### config.mk
export PLATFORM = sky130hd
export DESIGN_NAME = goldschmidt_div_sequencer
export DESIGN_NICKNAME = d
export VERILOG_FILES = /design/src/rtl/goldschmidt_div_sequencer_pkg.sv /design/src/rtl/goldschmidt_div_sequencer_fifo.sv /design/src/rtl/goldschmidt_div_sequencer.sv
export SDC_FILE = /design/constraint.sdc
export NUM_CORES = 1
export LEC_CHECK = 0
export CAP_MARGIN = 20
export CORE_MARGIN = 2
export CORE_UTILIZATION = 44
export CTS_CLUSTER_SIZE = 20
export DETAILED_ROUTE_END_ITERATION = 10
export HOLD_SLACK_MARGIN = 0.08
export PLACE_DENSITY = 0.66
export SLEW_MARGIN = 20
export SYNTH_ARGS = -nofsm -noshare
export SYNTH_HDL_FRONTEND = slang
export SYNTH_SLANG_ARGS = --single-unit
### constraint.sdc
create_clock -name clk -period 2.1 [get_ports clk]
set_input_delay 0.42 -clock clk [delete_from_list [all_inputs] [get_ports clk]]
set_output_delay 0.42 -clock clk [all_outputs]
set_load 0.005 [all_outputs]
### src/rtl/goldschmidt_div_sequencer_pkg.sv
// goldschmidt_pkg: shared Q4.12 constants and FSM state type for the
// goldschmidt divider request sequencer.
// Contents:
//   Q_W, Q_FRAC   fixed-point word width and fraction bits
//   Q_ZERO, Q_ONE 0.0 and 1.0 in Q4.12
//   state_t       sequencer FSM states
package goldschmidt_pkg;

  localparam int          Q_W    = 16;
  localparam int          Q_FRAC = 12;
  localparam logic [15:0] Q_ZERO = 16'h0000;
  localparam logic [15:0] Q_ONE  = 16'(32'd1 << Q_FRAC);

  typedef enum logic [2:0] {
    IDLE  = 3'd0,
    ISSUE = 3'd1,
    GUARD = 3'd2,
    WAIT  = 3'd3,
    RESP  = 3'd4
  } state_t;

endpackage

### src/rtl/goldschmidt_div_sequencer_fifo.sv
// gs_req_fifo: synchronous request FIFO. Head entry is presented
// combinationally on pop_data while not empty.
// Ports:
//   clk, rst_n  clock, asynchronous active-low reset
//   push        write push_data (ignored when full, even with a same-cycle pop)
//   pop         retire head entry (ignored when empty)
//   pop_data    current head entry
//   full/empty  registered-count status flags
//   count       number of stored entries
module gs_req_fifo #(
  parameter int DEPTH = 4,
  parameter int W     = 36
) (
  input  logic                     clk,
  input  logic                     rst_n,
  input  logic                     push,
  input  logic [W-1:0]             push_data,
  input  logic                     pop,
  output logic [W-1:0]             pop_data,
  output logic                     full,
  output logic                     empty,
  output logic [$clog2(DEPTH):0]   count
);

  localparam int              AW      = $clog2(DEPTH);
  localparam logic [AW:0]     DEPTH_C = (AW + 1)'(DEPTH);

  logic [W-1:0]  mem_r [DEPTH];
  logic [AW-1:0] wr_ptr_r;
  logic [AW-1:0] rd_ptr_r;
  logic [AW:0]   count_r;
  logic          push_ok_s;
  logic          pop_ok_s;

  assign full      = (count_r == DEPTH_C);
  assign empty     = (count_r == (AW + 1)'(0));
  assign count     = count_r;
  assign pop_data  = mem_r[rd_ptr_r];
  assign push_ok_s = push && !full;
  assign pop_ok_s  = pop && !empty;

  // Storage array; contents need no reset since count gates visibility.
  always_ff @(posedge clk) begin
    if (push_ok_s) begin
      mem_r[wr_ptr_r] <= push_data;
    end
  end

  // Pointers wrap naturally because DEPTH is a power of two.
  always_ff @(posedge clk or negedge rst_n) begin
    if (!rst_n) begin
      wr_ptr_r <= AW'(0);
      rd_ptr_r <= AW'(0);
      count_r  <= (AW + 1)'(0);
    end else begin
      if (push_ok_s) begin
        wr_ptr_r <= wr_ptr_r + AW'(1);
      end
      if (pop_ok_s) begin
        rd_ptr_r <= rd_ptr_r + AW'(1);
      end
      case ({push_ok_s, pop_ok_s})
        2'b10:   count_r <= count_r + (AW + 1)'(1);
        2'b01:   count_r <= count_r - (AW + 1)'(1);
        default: count_r <= count_r;
      endcase
    end
  end

endmodule

### src/rtl/goldschmidt_div_sequencer.sv
// goldschmidt_div_sequencer: request front-end for goldschmidt_divider
// (unsigned Q4.12). Buffers tagged requests, issues them one at a time
// with a one-cycle div_start pulse, waits for div_valid (or a timeout)
// and returns quotient/error/tag on a valid/ready result port.
// Optional build macro: DIV_ZERO_BYPASS_EN -- a zero denominator is
// answered with an error directly, without starting the divider.
// Ports:
//   in_valid/in_ready/in_num/in_den/in_tag     request port
//   out_valid/out_ready/out_quot/out_err/
//   out_tmo/out_tag                             result port
//   div_start/div_num/div_den                   divider control (registered)
//   div_quot/div_valid/div_error                divider response
module goldschmidt_div_sequencer
  import goldschmidt_pkg::*;
#(
  parameter int FIFO_DEPTH  = 4,
  parameter int TAG_W       = 4,
  parameter int TIMEOUT_CYC = 64
) (
  input  logic             clk,
  input  logic             rst_n,
  input  logic             in_valid,
  output logic             in_ready,
  input  logic [15:0]      in_num,
  input  logic [15:0]      in_den,
  input  logic [TAG_W-1:0] in_tag,
  output logic             out_valid,
  input  logic             out_ready,
  output logic [15:0]      out_quot,
  output logic             out_err,
  output logic             out_tmo,
  output logic [TAG_W-1:0] out_tag,
  output logic             div_start,
  output logic [15:0]      div_num,
  output logic [15:0]      div_den,
  input  logic [15:0]      div_quot,
  input  logic             div_valid,
  input  logic             div_error
);

  localparam int ENT_W = TAG_W + 2 * Q_W;
  localparam int CNT_W = $clog2(FIFO_DEPTH) + 1;
  localparam int TMO_W = $clog2(TIMEOUT_CYC + 1);

  state_t           state_r;
  logic [TMO_W-1:0] tmo_cnt_r;
  logic [TAG_W-1:0] tag_r;
  logic             bypass_r;
  logic             out_valid_r;
  logic [15:0]      out_quot_r;
  logic             out_err_r;
  logic             out_tmo_r;
  logic [TAG_W-1:0] out_tag_r;
  logic             div_start_r;
  logic [15:0]      div_num_r;
  logic [15:0]      div_den_r;

  logic             push_s;
  logic             pop_s;
  logic             full_s;
  logic             empty_s;
  logic [CNT_W-1:0] count_s;
  logic [ENT_W-1:0] head_s;
  logic [15:0]      head_num_s;
  logic [15:0]      head_den_s;
  logic [TAG_W-1:0] head_tag_s;
  logic             head_bypass_s;

  assign in_ready   = (count_s != CNT_W'(FIFO_DEPTH));
  assign push_s     = in_valid && !full_s;
  // Head is retired on the IDLE->ISSUE edge, when it is latched.
  assign pop_s      = (state_r == IDLE) && !empty_s;
  assign head_num_s = head_s[Q_W-1:0];
  assign head_den_s = head_s[2*Q_W-1:Q_W];
  assign head_tag_s = head_s[ENT_W-1:2*Q_W];

`ifdef DIV_ZERO_BYPASS_EN
  assign head_bypass_s = (head_den_s == Q_ZERO);
`else
  assign head_bypass_s = 1'b0;
`endif

  gs_req_fifo #(
    .DEPTH (FIFO_DEPTH),
    .W     (ENT_W)
  ) u_fifo (
    .clk       (clk),
    .rst_n     (rst_n),
    .push      (push_s),
    .push_data ({in_tag, in_den, in_num}),
    .pop       (pop_s),
    .pop_data  (head_s),
    .full      (full_s),
    .empty     (empty_s),
    .count     (count_s)
  );

  // Issue/wait/respond sequencer; all divider and result outputs registered.
  always_ff @(posedge clk or negedge rst_n) begin
    if (!rst_n) begin
      state_r     <= IDLE;
      tmo_cnt_r   <= TMO_W'(0);
      tag_r       <= TAG_W'(0);
      bypass_r    <= 1'b0;
      out_valid_r <= 1'b0;
      out_quot_r  <= Q_ZERO;
      out_err_r   <= 1'b0;
      out_tmo_r   <= 1'b0;
      out_tag_r   <= TAG_W'(0);
      div_start_r <= 1'b0;
      div_num_r   <= Q_ZERO;
      div_den_r   <= Q_ZERO;
    end else begin
      div_start_r <= 1'b0;
      case (state_r)
        IDLE: begin
          if (!empty_s) begin
            state_r     <= ISSUE;
            div_num_r   <= head_num_s;
            div_den_r   <= head_den_s;
            tag_r       <= head_tag_s;
            bypass_r    <= head_bypass_s;
            div_start_r <= !head_bypass_s;
          end
        end
        ISSUE: begin
          if (bypass_r) begin
            state_r     <= RESP;
            out_valid_r <= 1'b1;
            out_err_r   <= 1'b1;
            out_tmo_r   <= 1'b0;
            out_quot_r  <= Q_ZERO;
            out_tag_r   <= tag_r;
          end else begin
            state_r <= GUARD;
          end
        end
        // div_valid may still be the previous op's level here.
        GUARD: begin
          state_r   <= WAIT;
          tmo_cnt_r <= TMO_W'(0);
        end
        WAIT: begin
          if (div_valid) begin
            state_r     <= RESP;
            out_valid_r <= 1'b1;
            out_err_r   <= div_error;
            out_tmo_r   <= 1'b0;
            out_quot_r  <= div_error ? Q_ZERO : div_quot;
            out_tag_r   <= tag_r;
          end else if (tmo_cnt_r == TMO_W'(TIMEOUT_CYC - 1)) begin
            state_r     <= RESP;
            out_valid_r <= 1'b1;
            out_err_r   <= 1'b1;
            out_tmo_r   <= 1'b1;
            out_quot_r  <= Q_ZERO;
            out_tag_r   <= tag_r;
          end else begin
            tmo_cnt_r <= tmo_cnt_r + TMO_W'(1);
          end
        end
        RESP: begin
          if (out_ready) begin
            state_r     <= IDLE;
            out_valid_r <= 1'b0;
          end
        end
        default: begin
          state_r     <= IDLE;
          out_valid_r <= 1'b0;
        end
      endcase
    end
  end

  assign out_valid = out_valid_r;
  assign out_quot  = out_quot_r;
  assign out_err   = out_err_r;
  assign out_tmo   = out_tmo_r;
  assign out_tag   = out_tag_r;
  assign div_start = div_start_r;
  assign div_num   = div_num_r;
  assign div_den   = div_den_r;

endmodule

**Yosys cells after proc, flatten, opt, wreduce, memory -nomap -nowiden**

Memories as Yosys holds them, arrays and structs flattened. A register that Yosys moved wholly into a read port is not among the register bits.
Index checks and enable logic that the tools add are counted.

- Output and inout bits: 57
- Memories kept: 1
- Bits in registers: 41
- Bits in writable memories: 144

- Bitwise logic cells: 3
- Equality and inequality tests: 14
- Reduce and logical (&&, ||, !) cells: 19
- $add $sub $neg: 5
- Muxes and demuxes: 28

Memory list:

| memory | words | width | rd ports | clocked after memory_dff | wr ports | RTL line | text |
|---|---|---|---|---|---|---|---|
| u_fifo.mem_r | 4 | 36 | 1 | 1 | 1 | goldschmidt_div_sequencer_fifo.sv:28 | `logic [W-1:0] mem_r [DEPTH];` |

Operators with widths:

| operator | count |
|---|---|
| 16-bit two-way mux | 4 |
| 3-bit one-hot mux with 5 select lines | 1 |
| 7-bit two-way mux | 2 |
| 7-bit one-hot mux with 2 select lines | 1 |
| 3-bit two-way mux | 4 |
| 4-bit two-way mux | 3 |
| 1-bit two-way mux | 11 |
| 3-bit AND reduction | 3 |
| 2-bit inequality test, second input constant | 4 |
| 7-bit by 1-bit adder with 7-bit output, second input constant | 1 |
| 7-bit by 6-bit == test with 1-bit output, second input constant | 1 |
| 3-bit by 2-bit == test with 1-bit output, second input constant | 2 |
| 3-bit == test, second input constant | 2 |
| 3-bit zero test | 2 |
| 3-bit inequality test, second input constant | 2 |
| 3-bit one-hot mux with 2 select lines | 1 |
| 2-bit nonzero test | 3 |
| 2-bit by 1-bit adder with 2-bit output, second input constant | 2 |
| 1-bit logical AND | 4 |
| 4-bit AND reduction | 1 |
| 3-bit by 1-bit adder with 3-bit output, second input constant | 1 |
| 3-bit by 1-bit == test with 1-bit output, second input constant | 1 |
| 1-bit zero test | 3 |
| 1-bit NOT | 3 |
| other kinds (7) | 7 |

**Longest topological paths before layout**

- Word-level depth: 6
- Depth in mapped cells: 9
- Mapped depth without buffers: 9

**Cells and area by module**

From an unflattened synthesis, not the netlist that was laid out.

- Cell total of the unflattened synthesis: 420
- Area total of the unflattened synthesis: 8413.1 µm²

By module, submodules not included:

| module | seq. area each (µm²) | area an instance (µm²) | instances | cells an instance |
|---|---|---|---|---|
| gs_req_fifo | 4499.3 | 5635.4 | 1 | 225 |
| goldschmidt_div_sequencer | 1751.7 | 2777.7 | 1 | 195 |

**Worst setup path after synthesis**

Ideal clock, no wire load.

- Kind: reg2reg
- From: reg u_fifo.count_r[0], in the netlist u_fifo.count[0]
- To: reg u_fifo.count_r[2], in the netlist u_fifo.count[2]
- Arrival: 2.007 ns
- Path buffers: 2
- Setup slack: -0.033 ns
- Cell stages (with the launch flop): 10
- Clock period less this slack: 2.133 ns
- Cells stage by stage: dfrtp_1 > nor3_1 > nor4_2 > buf_4 > buf_6 > ha_1 > fa_1 > xnor2_1 > nor2_1 > xor2_1

- Cells in the longest elaborated chain, start to end: 6
- Elaborated cells on any way between the ends: 14
- Those cells by class: add/sub: 2; eq/ne: 3; mux: 1; reduce/logical: 8

RTL lines:

| element | RTL line | text |
|---|---|---|
| start: declaration | goldschmidt_div_sequencer_fifo.sv:31 | `logic [AW:0] count_r;` |
| start signal: assignment | goldschmidt_div_sequencer_fifo.sv:54 | `count_r <= (AW + 1)'(0);` |
| start signal: assignment | goldschmidt_div_sequencer_fifo.sv:63 | `2'b10: count_r <= count_r + (AW + 1)'(1);` |
| start signal: assignment | goldschmidt_div_sequencer_fifo.sv:64 | `2'b01: count_r <= count_r - (AW + 1)'(1);` |
| 3-bit zero test * | goldschmidt_div_sequencer_fifo.sv:36 | `assign empty = (count_r == (AW + 1)'(0));` |
| 1-bit zero test * | goldschmidt_div_sequencer.sv:72 | `assign pop_s = (state_r == IDLE) && !empty_s;` |
| 1-bit logical AND * | goldschmidt_div_sequencer.sv:72 |  |
| named net pop_s | goldschmidt_div_sequencer.sv:59 | `logic pop_s;` |
| 1-bit logical AND * | goldschmidt_div_sequencer_fifo.sv:40 | `assign pop_ok_s = pop && !empty;` |
| 2-bit by 1-bit == test with 1-bit output or 2-bit == test (tied branches) | goldschmidt_div_sequencer_fifo.sv:62 | `case ({push_ok_s, pop_ok_s})` |
| 3-bit one-hot mux with 2 select lines or 2-bit nonzero test (tied branches) | - |  |

The timed path passes the listed nets; every way through them passes the cells marked *.
A chain may end at the register's enable or synchronous reset.

**Worst setup path after layout**

- From: reg u_fifo.count_r[0], in the netlist u_fifo.count[0]
- To: reg u_fifo.count_r[2], in the netlist u_fifo.count[2]

- Cells in the longest elaborated chain, start to end: 6
- Elaborated cells on any way between the ends: 14
- Those cells by class: add/sub: 2; eq/ne: 3; mux: 1; reduce/logical: 8

RTL lines:

| element | RTL line |
|---|---|
| 3-bit == test or 3-bit zero test (tied branches) | goldschmidt_div_sequencer_fifo.sv:35, goldschmidt_div_sequencer_fifo.sv:36 |
| 1-bit zero test, on equally long branches | - |
| 1-bit logical AND, on equally long branches | goldschmidt_div_sequencer.sv:70, goldschmidt_div_sequencer.sv:72 |
| 1-bit logical AND, on equally long branches | goldschmidt_div_sequencer_fifo.sv:39, goldschmidt_div_sequencer_fifo.sv:40 |
| 2-bit by 1-bit == test with 1-bit output or 2-bit == test (tied branches) | goldschmidt_div_sequencer_fifo.sv:62 |
| 3-bit one-hot mux with 2 select lines or 2-bit nonzero test (tied branches) | - |

Several ways; a longest one is shown, not always the timed one.

==> impl_metrics.prom <==
# TYPE chip_impl_metric gauge
chip_impl_metric{name="dp.cells",unit=""} 763
chip_impl_metric{name="maxCapViolations",unit=""} 0
chip_impl_metric{name="yosys_register_bits",unit=""} 221
chip_impl_metric{name="data_required_time_at_the_worst_endpoint",unit="ns"} 2.52
chip_impl_metric{name="post-route-drc-count",unit=""} 0
chip_impl_metric{name="flow.area_growth_from_synthesis",unit="%"} 28.58
chip_impl_info{name="clock_tree_from_tritoncts",value="built"} 1
chip_impl_metric{name="mappedNetlistNets",unit=""} 481
chip_impl_metric{name="maxSlewViolCount",unit=""} 0
chip_impl_metric{name="comb_power_share",unit="%"} 31.3
chip_impl_metric{name="synth-edff-count",unit=""} 144
chip_impl_metric{name="track_usage",unit="%"} 16.11
chip_impl_info{name="critPathKind",value="reg -> reg"} 1
chip_impl_metric{name="syn_area_per_cell",unit="sq um"} 20.16
chip_impl_metric{name="overflow",unit=""} 0
chip_impl_info{name="synth-main-ff-cell",value="edfxtp_1"} 1
chip_impl_metric{name="critical_path_arrival",unit="ns"} 2.41
chip_impl_info{name="grt_setup_unrepaired",value="false"} 1
chip_impl_metric{name="fp.dieArea",unit="sq mm"} 0.02018
chip_impl_metric{name="detailedPlacementHpwl",unit="um"} 9440
chip_impl_metric{name="power",unit="uW"} 15530
chip_impl_info{name="most_common_cell_after_layout_fill_and_taps_aside",value="edfxtp_1"} 1
chip_impl_info{name="synth_top_cell_by_area",value="edfxtp_1"} 1
chip_impl_metric{name="min_period",unit="ns"} 1.986
chip_impl_metric{name="p_int",unit="uW"} 11410
chip_impl_metric{name="clk_path_buf_depth",unit=""} 3
chip_impl_metric{name="initialDrtViolationCount",unit=""} 184
chip_impl_metric{name="timing.final.crit_share",unit="%"} 94.57
chip_impl_metric{name="h-tree-depth",unit=""} 1
chip_impl_metric{name="grt_first_pass_wirelength",unit="um"} 24960
chip_impl_metric{name="inserted_diodes",unit=""} 0
chip_impl_metric{name="netlist_instances",unit=""} 416
chip_impl_metric{name="clkSlewWorstSetupHoldPaths",unit="ns"} 0.06
chip_impl_metric{name="clk_lat_worst_skew",unit="ns"} 0.51
chip_impl_metric{name="buffer_ports.inserted",unit=""} 114
chip_impl_metric{name="antenna_found_initial",unit=""} 0
chip_impl_metric{name="power.share.clock",unit="%"} 26.9
chip_impl_info{name="layout.cells.most_common_list",value="edfxtp_1 (144), clkdlybuf4s50_1 (112), dfrtp_1 (74)"} 1
chip_impl_metric{name="boundaryPins",unit=""} 115
chip_impl_metric{name="ys.warnings.count",unit=""} 0
chip_impl_info{name="status",value="completed"} 1
chip_impl_metric{name="synth_largest_type_area_fraction",unit="%"} 51.56
chip_impl_metric{name="final_instance_area",unit="sq mm"} 0.01078
chip_impl_metric{name="placed_cell_area",unit="sq mm"} 0.009957
chip_impl_metric{name="grt_pass1_vias",unit=""} 4540
chip_impl_metric{name="fin_nets",unit=""} 622
chip_impl_metric{name="floorplan.initialDensity",unit="%"} 44.84
chip_impl_metric{name="wl",unit="um"} 16010
chip_impl_metric{name="p_leak",unit="uW"} 0.003964
chip_impl_metric{name="critical_path.max_fanout",unit=""} 3
chip_impl_metric{name="synthArstFlopShare",unit="%"} 34.84
chip_impl_info{name="critical_path.endpoint_type",value="flip-flop"} 1
chip_impl_metric{name="grt_start_max_net_pins",unit=""} 40
chip_impl_metric{name="net-switching-power",unit="uW"} 4117
chip_impl_metric{name="die_height",unit="um"} 142.1
chip_impl_metric{name="timing_hold_violations_final",unit=""} 0
chip_impl_metric{name="globalplace.congestion",unit=""} 0.7828
chip_impl_metric{name="power.switching_fraction",unit="%"} 26.51
chip_impl_metric{name="drtAntennaViolNets",unit=""} 0
chip_impl_info{name="yosys-top-cells-area",value="edfxtp_1 (52%), dfrtp_1 (23%), mux4_2 (9.7%)"} 1
chip_impl_metric{name="synth_seq_area_share",unit="%"} 74.53
chip_impl_metric{name="drt-wirelength-per-cell",unit="um"} 19.81
chip_impl_metric{name="setup-violations-final",unit=""} 0
chip_impl_info{name="startpoint_type",value="flip-flop"} 1
chip_impl_info{name="cts.root.buffer_cell",value="clkbuf_16"} 1
chip_impl_metric{name="irDropWorstVdd",unit="uV"} 721.3
chip_impl_metric{name="cts_made_buffers",unit=""} 23
chip_impl_info{name="timing.hold.worst.class",value="in -> async"} 1
chip_impl_metric{name="power-per-cell-area",unit="mW/mm^2"} 1440
chip_impl_metric{name="tightest_slew",unit="ns"} 0.6370
chip_impl_metric{name="std_cell_rows",unit=""} 50
chip_impl_metric{name="post_route_non_filler_standard_cell_count",unit=""} 808
chip_impl_metric{name="finalClockSkew",unit="ns"} 0.01381
chip_impl_metric{name="core_area",unit="sq mm"} 0.01871
chip_impl_metric{name="drt_pass1_iterations",unit=""} 4
chip_impl_metric{name="die-width",unit="um"} 142.1
chip_impl_metric{name="achievable-frequency",unit="MHz"} 503.5
chip_impl_metric{name="synth_area",unit="sq mm"} 0.008387
chip_impl_metric{name="netlist-cell-type-count",unit=""} 39
chip_impl_metric{name="final_layout_size_suffix_gt1_share",unit="%"} 25.44
chip_impl_metric{name="sequentialPowerShare",unit="%"} 41.8
chip_impl_metric{name="cts.sinks",unit=""} 221
chip_impl_metric{name="finalHoldWorstSlack",unit="ns"} 0.4137
chip_impl_metric{name="post_drt_via_cell_ratio",unit=""} 5.327
chip_impl_metric{name="dr_total_vias",unit=""} 4304
chip_impl_metric{name="worst_slew_margin_rel",unit="%"} 57.45
[layout make-up]
class	instances	area (sq um)
Clock buffer	36	715.7
Clock inverter	6	82.58
Fill cell	1413	7921
Inverter	6	22.52
Multi-Input combinational cell	172	2017
Sequential cell	221	6255
Tap cell	234	292.8
Timing Repair Buffer	133	1399
[path summary, 6_finish.rpt]
| kind | start | to | slack (ns) | depth (start not counted) |
|---|---|---|---|---|
| hold reg to reg | out_quot[12]$_DFFE_PN0P_ | out_quot[12]$_DFFE_PN0P_ | 0.50 | 1 |
| min in group clk | out_quot[12]$_DFFE_PN0P_ | out_quot[12]$_DFFE_PN0P_ | 0.50 | 1 |
| setup / recovery | u_fifo.count[0]$_DFFE_PN0P_ | u_fifo.count[2]$_DFFE_PN0P_ | 0.11 | 8 |
| max in group asynchronous | rst_n | out_quot[13]$_DFFE_PN0P_ | 1.08 | 3 |
| hold / removal | rst_n | div_num[11]$_DFFE_PN0P_ | 0.41 | 2 |
| setup reg to reg | u_fifo.count[0]$_DFFE_PN0P_ | u_fifo.count[2]$_DFFE_PN0P_ | 0.11 | 8 |
[routing by layer]
layer / part of all wire, % / global-route usage [%] / vias up
met4: 1.9 / 4.789 / 0
met2: 50 / 27.84 / 125
met1: 42 / 20.29 / 2205
met3: 6.2 / 3.937 / 29
li1: - / - / 1945
met5: 0 / 0 / -
[worst max-delay path, stage by stage, from the launching register on]
cell     delay, ns
dfrtp_2       0.40
buf_4         0.15
nor3_2        0.24
nor4_4        0.11
ha_4          0.18
fa_1          0.38
xnor2_1       0.14
nor2_1        0.13
xor2_1        0.17
[flip-flops by register name (all words and copies together), names as in the netlist]
name,flops
out_tag,4
div_num,16
u_fifo.mem_r,144
u_fifo.rd_ptr_r,2
state_r,3
u_fifo.wr_ptr_r,2
div_den,16
out_valid,1
u_fifo.count,3
out_tmo,1
tag_r,4
out_err,1
tmo_cnt_r,7
div_start,1
out_quot,16
[cell usage after synthesis (2+ instances only)]
| cell | instances |
|---|---|
| mux2_2 | 31 |
| buf_4 | 2 |
| clkbuf_1 | 5 |
| xnor2_1 | 4 |
| and2_1 | 2 |
| nor2_1 | 7 |
| and4b_1 | 3 |
| inv_1 | 6 |
| mux4_2 | 36 |
| a31oi_1 | 3 |
| buf_6 | 3 |
| nand4_1 | 2 |
| a22o_1 | 16 |
| nand2_1 | 13 |
| and3_1 | 4 |
| nor3_1 | 3 |
| dfrtp_1 | 77 |
| o21ai_0 | 5 |
| nand4b_1 | 2 |
| xor2_1 | 2 |
| mux2_4 | 10 |
| edfxtp_1 | 144 |
| a21oi_1 | 9 |
| o211ai_1 | 2 |
| buf_2 | 5 |
| ha_1 | 6 |
| nor2b_1 | 2 |
[repair_timing]
item                                    CTS  global route
cloned                                    0             0
gates resized for setup                   1             1
endpoints found under the setup margin    1             1
hold buffers                              1             0
endpoints found under the hold margin    29             0
buffers inserted                          2             0
[power by group through the flow]
stage | sequential [uW] | combinational (uW) | clock [uW]
finish | 6490 | 4870 | 4170
global route | 6620 | 5310 | 4450
CTS | 6510 | 4990 | 4300
detailed placement | 6600 | 4910 | 0
global placement | 6540 | 4830 | 0
floorplan | 6490 | 2900 | 0
[metrics by stage]
step                      worst slack (ns)  TNS (ns)  util (%)
final                               0.1140         0     57.65
after global routing              0.005082         0     57.65
after CTS                          0.01428         0     57.64
after detailed placement          -0.02862  -0.02862     53.23
after global placement            0.002850         0     53.23
after floorplan                    0.01221         0         -
[logic make-up (layout without fill, tap and decap cells)]
kind of cell	count (synthesis)	in the layout	synth area share, %
AO/OA/AOI/OAI	38	38	3.207
XOR/XNOR	6	6	0.6266
adder cells (fa/ha/maj)	7	7	1.134
buffers and inverters	23	181	1.790
flip-flops	221	221	74.53
multiplexers	78	78	15.75
AND/OR/NAND/NOR	43	43	2.954
No activity file was read; power rests on OpenSTA's default activity.
